### src/rtl/cache_cmd_arbiter.sv
// L1 cache command-port arbiter: snoop first, then I/D round-robin from small FIFOs,
// with issue/handshake sequencing and a start watchdog. Optional stats: CACHE_ARB_STATS_EN.

module cca_fifo #(
  parameter int W     = 8,
  parameter int DEPTH = 4
) (
  input  logic         clk,
  input  logic         rst_n,
  input  logic         i_push,
  input  logic         i_pop,
  input  logic [W-1:0] i_din,
  output logic [W-1:0] o_dout,
  output logic         o_empty,
  output logic         o_full
);
  localparam int AW = $clog2(DEPTH);

  logic [DEPTH-1:0][W-1:0] r_mem;
  logic [AW-1:0]           r_wp, r_rp;
  logic [AW:0]             r_cnt;

  always_ff @(posedge clk) begin
    if (i_push) r_mem[r_wp] <= i_din;
  end

  // Power-of-2 depth lets the pointers wrap naturally
  always_ff @(posedge clk or negedge rst_n) begin
    if (!rst_n) begin
      r_wp  <= '0;
      r_rp  <= '0;
      r_cnt <= '0;
    end else begin
      if (i_push) r_wp <= r_wp + 1'b1;
      if (i_pop)  r_rp <= r_rp + 1'b1;
      r_cnt <= r_cnt + (AW+1)'(i_push) - (AW+1)'(i_pop);
    end
  end

  assign o_dout  = r_mem[r_rp];
  assign o_empty = (r_cnt == '0);
  assign o_full  = (r_cnt == (AW+1)'(DEPTH));
endmodule

module cache_cmd_arbiter #(
  parameter int ADDR_W     = 60,
  parameter int FIFO_DEPTH = 4,
  parameter int TIMEOUT    = 16
) (
  input  logic              clk,
  input  logic              rst_n,
  input  logic              i_valid,
  output logic              i_ready,
  input  logic [2:0]        i_cmd,
  input  logic [ADDR_W-1:0] i_addr,
  input  logic              d_valid,
  output logic              d_ready,
  input  logic [2:0]        d_cmd,
  input  logic [ADDR_W-1:0] d_addr,
  input  logic              s_valid,
  output logic              s_ready,
  input  logic [2:0]        s_cmd,
  input  logic [ADDR_W-1:0] s_addr,
  output logic              cache_write,
  output logic [2:0]        cache_command,
  output logic [ADDR_W-1:0] cache_address,
  input  logic              cache_processing,
  output logic              done,
  output logic [1:0]        done_id,
  output logic              busy,
  output logic              err_timeout
`ifdef CACHE_ARB_STATS_EN
  ,
  output logic [31:0]       grant_cnt_i,
  output logic [31:0]       grant_cnt_d,
  output logic [31:0]       grant_cnt_s,
  output logic [15:0]       max_wait
`endif
);
  localparam int CW  = 3 + ADDR_W;
  localparam int WDW = $clog2(TIMEOUT + 1);

  typedef enum logic [1:0] {S_IDLE, S_ISSUE, S_WAIT_START, S_WAIT_DONE} state_t;

  state_t           r_state, w_state_nxt;
  logic             r_rr_d;
  logic [2:0]       r_cmd;
  logic [ADDR_W-1:0] r_addr;
  logic [1:0]       r_id, r_done_id;
  logic [WDW-1:0]   r_wd;
  logic             r_err, r_done;
  logic             w_i_empty, w_i_full, w_d_empty, w_d_full;
  logic [CW-1:0]    w_i_head, w_d_head, w_sel;
  logic             w_gnt_i, w_gnt_d, w_gnt_s, w_grant;
  logic             w_wd_clr, w_wd_inc, w_to, w_done;

  cca_fifo #(.W(CW), .DEPTH(FIFO_DEPTH)) u_fifo_i (
    .clk, .rst_n, .i_push(i_valid && !w_i_full), .i_pop(w_gnt_i),
    .i_din({i_cmd, i_addr}), .o_dout(w_i_head), .o_empty(w_i_empty), .o_full(w_i_full)
  );

  cca_fifo #(.W(CW), .DEPTH(FIFO_DEPTH)) u_fifo_d (
    .clk, .rst_n, .i_push(d_valid && !w_d_full), .i_pop(w_gnt_d),
    .i_din({d_cmd, d_addr}), .o_dout(w_d_head), .o_empty(w_d_empty), .o_full(w_d_full)
  );

  always_comb begin
    w_state_nxt = r_state;
    w_gnt_i     = 1'b0;
    w_gnt_d     = 1'b0;
    w_gnt_s     = 1'b0;
    cache_write = 1'b0;
    w_wd_clr    = 1'b0;
    w_wd_inc    = 1'b0;
    w_to        = 1'b0;
    w_done      = 1'b0;
    case (r_state)
      S_IDLE: if (!cache_processing) begin
        // Snoop always wins; r_rr_d picks D when both FIFOs hold work
        if (s_valid)                           w_gnt_s = 1'b1;
        else if (!w_i_empty && (w_d_empty || !r_rr_d)) w_gnt_i = 1'b1;
        else if (!w_d_empty)                   w_gnt_d = 1'b1;
        if (w_gnt_s || w_gnt_i || w_gnt_d) w_state_nxt = S_ISSUE;
      end
      S_ISSUE: begin
        cache_write = 1'b1;
        w_wd_clr    = 1'b1;
        w_state_nxt = S_WAIT_START;
      end
      S_WAIT_START: begin
        if (cache_processing) w_state_nxt = S_WAIT_DONE;
        else if (r_wd == WDW'(TIMEOUT - 1)) begin
          w_to        = 1'b1;
          w_state_nxt = S_ISSUE;
        end else w_wd_inc = 1'b1;
      end
      S_WAIT_DONE: if (!cache_processing) begin
        w_done      = 1'b1;
        w_state_nxt = S_IDLE;
      end
      default: w_state_nxt = S_IDLE;
    endcase
  end

  assign w_grant = w_gnt_s || w_gnt_i || w_gnt_d;
  assign w_sel   = w_gnt_s ? {s_cmd, s_addr} : (w_gnt_i ? w_i_head : w_d_head);

  always_ff @(posedge clk or negedge rst_n) begin
    if (!rst_n) begin
      r_state   <= S_IDLE;
      r_rr_d    <= 1'b0;
      r_cmd     <= '0;
      r_addr    <= '0;
      r_id      <= '0;
      r_wd      <= '0;
      r_err     <= 1'b0;
      r_done    <= 1'b0;
      r_done_id <= '0;
    end else begin
      r_state <= w_state_nxt;
      r_done  <= w_done;
      if (w_gnt_i) r_rr_d <= 1'b1;
      if (w_gnt_d) r_rr_d <= 1'b0;
      if (w_grant) begin
        {r_cmd, r_addr} <= w_sel;
        r_id            <= w_gnt_s ? 2'd2 : (w_gnt_d ? 2'd1 : 2'd0);
      end
      if (w_wd_clr)      r_wd <= '0;
      else if (w_wd_inc) r_wd <= r_wd + 1'b1;
      if (w_to)   r_err     <= 1'b1;
      if (w_done) r_done_id <= r_id;
    end
  end

  assign i_ready       = !w_i_full;
  assign d_ready       = !w_d_full;
  assign s_ready       = w_gnt_s;
  assign cache_command = r_cmd;
  assign cache_address = r_addr;
  assign done          = r_done;
  assign done_id       = r_done_id;
  assign busy          = (r_state != S_IDLE);
  assign err_timeout   = r_err;

`ifdef CACHE_ARB_STATS_EN
  logic [31:0] r_gc_i, r_gc_d, r_gc_s;
  logic [15:0] r_hw_i, r_hw_d, r_max, w_wait;

  assign w_wait = w_gnt_i ? r_hw_i : r_hw_d;

  // Head-wait counters restart whenever the head changes (pop) or the FIFO is empty
  always_ff @(posedge clk or negedge rst_n) begin
    if (!rst_n) begin
      r_gc_i <= '0;
      r_gc_d <= '0;
      r_gc_s <= '0;
      r_hw_i <= '0;
      r_hw_d <= '0;
      r_max  <= '0;
    end else begin
      if (w_gnt_i && r_gc_i != '1) r_gc_i <= r_gc_i + 1'b1;
      if (w_gnt_d && r_gc_d != '1) r_gc_d <= r_gc_d + 1'b1;
      if (w_gnt_s && r_gc_s != '1) r_gc_s <= r_gc_s + 1'b1;
      if (w_gnt_i || w_i_empty)    r_hw_i <= '0;
      else if (r_hw_i != '1)       r_hw_i <= r_hw_i + 1'b1;
      if (w_gnt_d || w_d_empty)    r_hw_d <= '0;
      else if (r_hw_d != '1)       r_hw_d <= r_hw_d + 1'b1;
      if ((w_gnt_i || w_gnt_d) && w_wait > r_max) r_max <= w_wait;
    end
  end

  assign grant_cnt_i = r_gc_i;
  assign grant_cnt_d = r_gc_d;
  assign grant_cnt_s = r_gc_s;
  assign max_wait    = r_max;
`endif
endmodule

### config.mk
export PLATFORM = sky130hd
export DESIGN_NAME = cache_cmd_arbiter
export DESIGN_NICKNAME = d
export VERILOG_FILES = /design/src/rtl/cache_cmd_arbiter.sv
export SDC_FILE = /design/constraint.sdc
export NUM_CORES = 1
export LEC_CHECK = 0
export ABC_AREA = 0
export CORE_MARGIN = 5
export CORE_UTILIZATION = 60
export CTS_BUF_LIST = sky130_fd_sc_hd__clkbuf_8 sky130_fd_sc_hd__clkbuf_16
export CTS_CLUSTER_SIZE = 24
export DETAILED_ROUTE_END_ITERATION = 10
export PLACE_DENSITY = 0.85
export SYNTH_ARGS = -nofsm -noshare
export SYNTH_HDL_FRONTEND = slang
export SYNTH_SLANG_ARGS = --single-unit
### constraint.sdc
create_clock -name clk -period 7.7 [get_ports clk]
set_input_delay 1.54 -clock clk [delete_from_list [all_inputs] [get_ports clk]]
set_output_delay 1.54 -clock clk [all_outputs]
set_load 0.01 [all_outputs]
==> results by stage <==
Run status:
- The run finished with clean final reports.

Global route:
- The largest net degree at the start of global routing is 68.
- The number of global-route vias before repair came to 13177.
- The wire length of the first global-routing pass is 78400 µm.
- The global-route total usage across every layer is 25.1%.
- The global route total overflow is 0.
- The number of antenna violations at the first check in global routing is 12.

Timing:
- The clock arrives with ~0.013 ns of skew.
- For the finished layout, the period the worst path requires is between 5 and 6 ns.
- For the final routed database, the setup TNS stands at 0 ns.
- Measured against its own limit, the worst slew margin works out to 23.4%.
- The share of the clock period used by the worst path is 66.9%.
- The max-slew violation count is 0.
- Setup violations remaining at the end of the flow were counted as 0.
- The worst setup slack after layout is 2.55 ns.
- Derived from the worst setup path, the maximum achievable clock frequency is 0.194 GHz.
- Setup repair after global routing left no endpoint under its margin.
- At the pin with the least slew margin, the transition time is 1.15 ns.
- The tightest hold path in the finished design has a slack of 0.465 ns.
- The count of endpoints failing hold in the final timing report was 0.

Yosys:
- The post-synthesis area per instance is between 15 and 20 µm².
- The number of different library cells in the post-synthesis netlist is between 40 and 50.
- After technology mapping, the gate count stands at 1157.
- The number of flip-flops and latches in the synthesized netlist is between 500 and 600.
- The number of nets in the synthesized netlist is 1368.
- For this run, asynchronously set or reset flops after synthesis account for 15.3%.
- In the synthesized netlist the dominant register cell turns out to be edfxtp_1.
- The area of the mapped netlist is 0.0231 mm².
- The post-synthesis sequential area ratio is about three quarters.
- The synthesized design contains about 500 enable-type register cells.
- During synthesis, Yosys emitted a total of 0 warnings.

Route:
- The final route contains 12286 vias.
- The detailed-routing iteration count for the pre-antenna-repair pass is 7.
- The average vias per placed instance is 6.18.
- The number of design rule violations left after detail routing is 0.
- The residual antenna-violating net count after detailed routing is 0.
- In the final routed layout, each cell accounts on average for between 20 and 30 µm.
- The total routed wirelength is around 53000 µm.
- The number of violations reported at the end of detailed-routing iteration 0 is 1028.

Worst setup path:
- The largest stage delay on the critical path is 0.58 ns.
- The signal arrival time at the worst endpoint is about 3.6 ns.
- The setup check on the worst reg-to-reg path leaves a slack of 4.24 ns.
- The endpoint of the most critical register-to-register path is cache_address[4].
- By instance count, the cell type seen most on the critical path is clkdlybuf4s50_1.
- The end point of the critical path is s_ready.
- At the worst endpoint, the required time is 6.16 ns.
- The sum of buffers and inverters on the critical path is 3.
- The worst setup path is captured at a primary output.
- The critical path is of the in -> out type.
- The critical path startpoint category is a primary input.
- The worst reg2reg path depth is 6.
- The signal on the critical path passes through clkdlybuf4s50_1, nor3_1, nand2_4, inv_1, clkdlybuf4s50_1.
- The critical path starts at cache_processing.
- The cell with the largest stage delay on the worst path is clkdlybuf4s50_1.
- The cell class contributing the biggest share of worst-path delay is buffers and inverters.
- The startpoint of the most critical register-to-register path is r_state[1].
- Along the worst path, the maximum fanout reaches 30.
- The total stage count of the critical path is 5.

Floorplanning:
- The die is 206 µm wide.
- The die covers ~0.043 mm².
- The area of the core is roughly 0.038 mm².
- The overall die height is ~210 µm.
- For this configuration, the core starts out at a cell density of 61.0%.
- Pin placement for this block handled 267 I/O pins.
- The floorplan has ~70 rows.

Finish:
- Leaving out fill and tap cells, the most frequent cells in the layout are 504 x edfxtp_1, 265 x clkdlybuf4s50_1, 138 x nand2_1, 126 x mux4_2, 87 x dfrtp_1.
- The share of final-layout standard cells stronger than drive strength 1 is 20.0%.
- The layout has roughly 2200 filler cells.
- The library cell used most frequently in the layout, excluding fill and tap cells, is edfxtp_1.
- The sequential cell area in the final layout is 0.0174 mm².
- At the end of the flow, the number of nets in the layout was 1637.
- The area growth from synthesis to layout is 21.0%.
- The footprint of the multi-input gates is 0.00530 mm².

Placed design:
- Timing analysis after detailed placement gives a worst setup slack of 2.52 ns.
- The weighted congestion at the end of routability-driven global placement is between 0.7 and 0.8.
- The HPWL after detailed placement is approximately 30000 µm.
- The count of buffers inserted at the top-level ports is 266.

Worst hold path:
- In this run the worst hold path is classified as reg -> reg.
- In this run the most critical hold path is launched from err_timeout.

Clock tree:
- The number of gates resized after CTS was 0.
- TritonCTS built the clock tree.
- At the later pin of the worst-skew pair, clock insertion delay measures about 0.59 ns.
- After clock tree synthesis, the clock-pin slew on the worst setup and hold paths is 0.06 ns.
- The number of hold-repair buffers added at the cts stage is 0.
- CTS built an H-tree with a depth of 2.
- The count of clock tree sinks is 595.
- The count of buffers added by post-CTS timing repair for setup is 0.
- The clock passes through at most 3 buffers.
- The number of buffers created by CTS is 56.
- The tree is rooted in a clkbuf_16.

Power and ir drop:
- The leakage power figure is 9.49 nW.
- The total power after layout is 10.3 mW.
- The power density over the cells is 368 mW/mm².
- IR analysis of the VDD net gives a maximum drop of 263 µV.

Flow run:
- The number of max-cap violations is 0.
## power by group
part	switching, mW	internal, mW	leakage [nW]
sequential	0.548	4.34	5.65
clock	1.12	1.50	0.941
combinational	1.34	1.42	2.89
## worst min path at each step
| stage | end | cells after the start | slack, ns |
|---|---|---|---|
| 4_1_cts | err_timeout | 1 | 0.47 |
| 3_3_place_gp | err_timeout | 1 | 0.45 |
| 2_1_floorplan | r_id[1] | 2 | 0.46 |
| 5_1_grt | err_timeout | 1 | 0.50 |
| 3_5_place_dp | err_timeout | 1 | 0.45 |
| 6_report | err_timeout | 1 | 0.47 |
## final cells by class
| class | instances | area share, % |
|---|---|---|
| tap | 511 | 2.29 |
| clock buffer | 64 | 5.45 |
| timing repair buffer | 277 | 9.81 |
| inverter | 18 | 0.242 |
| antenna | 6 | 0.0537 |
| clock inverter | 40 | 0.859 |
| sequential | 595 | 62.3 |
| multi-input combinational | 478 | 18.9 |
## state kept, by name (all words and copies together), names as in the netlist, 2 cells and up
signal          cells
done_id             2
u_fifo_i.r_rp       2
u_fifo_d.r_rp       2
u_fifo_d.r_wp       2
r_state             2
cache_address      60
cache_command       3
u_fifo_d.r_cnt      3
r_wd                5
r_id                2
u_fifo_d.r_mem    252
u_fifo_i.r_cnt      3
u_fifo_i.r_wp       2
u_fifo_i.r_mem    252
## cells in the mapped netlist (all sizes together), types with 2 or more instances
master | n | area, µm²
and3 | 9 | 56.3
and2 | 2 | 12.5
a31oi | 65 | 407
nor3 | 3 | 15.0
fa | 2 | 40.0
nand2 | 139 | 522
or3 | 2 | 17.5
o21ai | 8 | 40.0
clkbuf | 17 | 63.8
inv | 18 | 67.6
o22ai | 63 | 763
a21oi | 4 | 20.0
xor2 | 3 | 26.3
o211ai | 2 | 15.0
o31ai | 2 | 15.0
edfxtp | 504 | 15100
nor2b | 3 | 18.8
buf | 49 | 330
nor2 | 7 | 26.3
nor4 | 2 | 27.5
ha | 14 | 175
dfrtp | 91 | 2280
mux2 | 4 | 45.0
nand2b | 2 | 12.5
mux4 | 126 | 2840
xnor2 | 7 | 61.3
## layer usage
layer  share of wire (%)  GRT usage [%]
met1                  38           33.1
met2                  51           42.2
met3                 7.7           5.54
met4                 2.5           8.58
met5                0.19              0
## cells by family after synthesis
| logic type | after synthesis | synth area share (%) |
|---|---|---|
| buf+inv | 84 | 2.00 |
| fa+ha+maj | 16 | 0.932 |
| flops | 595 | 75.4 |
| simple gates | 172 | 3.16 |
| xor+xnor | 10 | 0.379 |
| mux | 131 | 12.5 |
| compound gates | 149 | 5.64 |
## through the flow
step	util [%]	std cells	area [µm²]
after floorplan	-	1157	23100
after global placement	69.2	1879	26200
after detailed placement	69.2	1879	26200
after CTS	73.8	1983	27900
after global routing	73.8	1987	27900
final	73.9	1989	28000
Note: power is estimated with default switching activity, not from simulation.
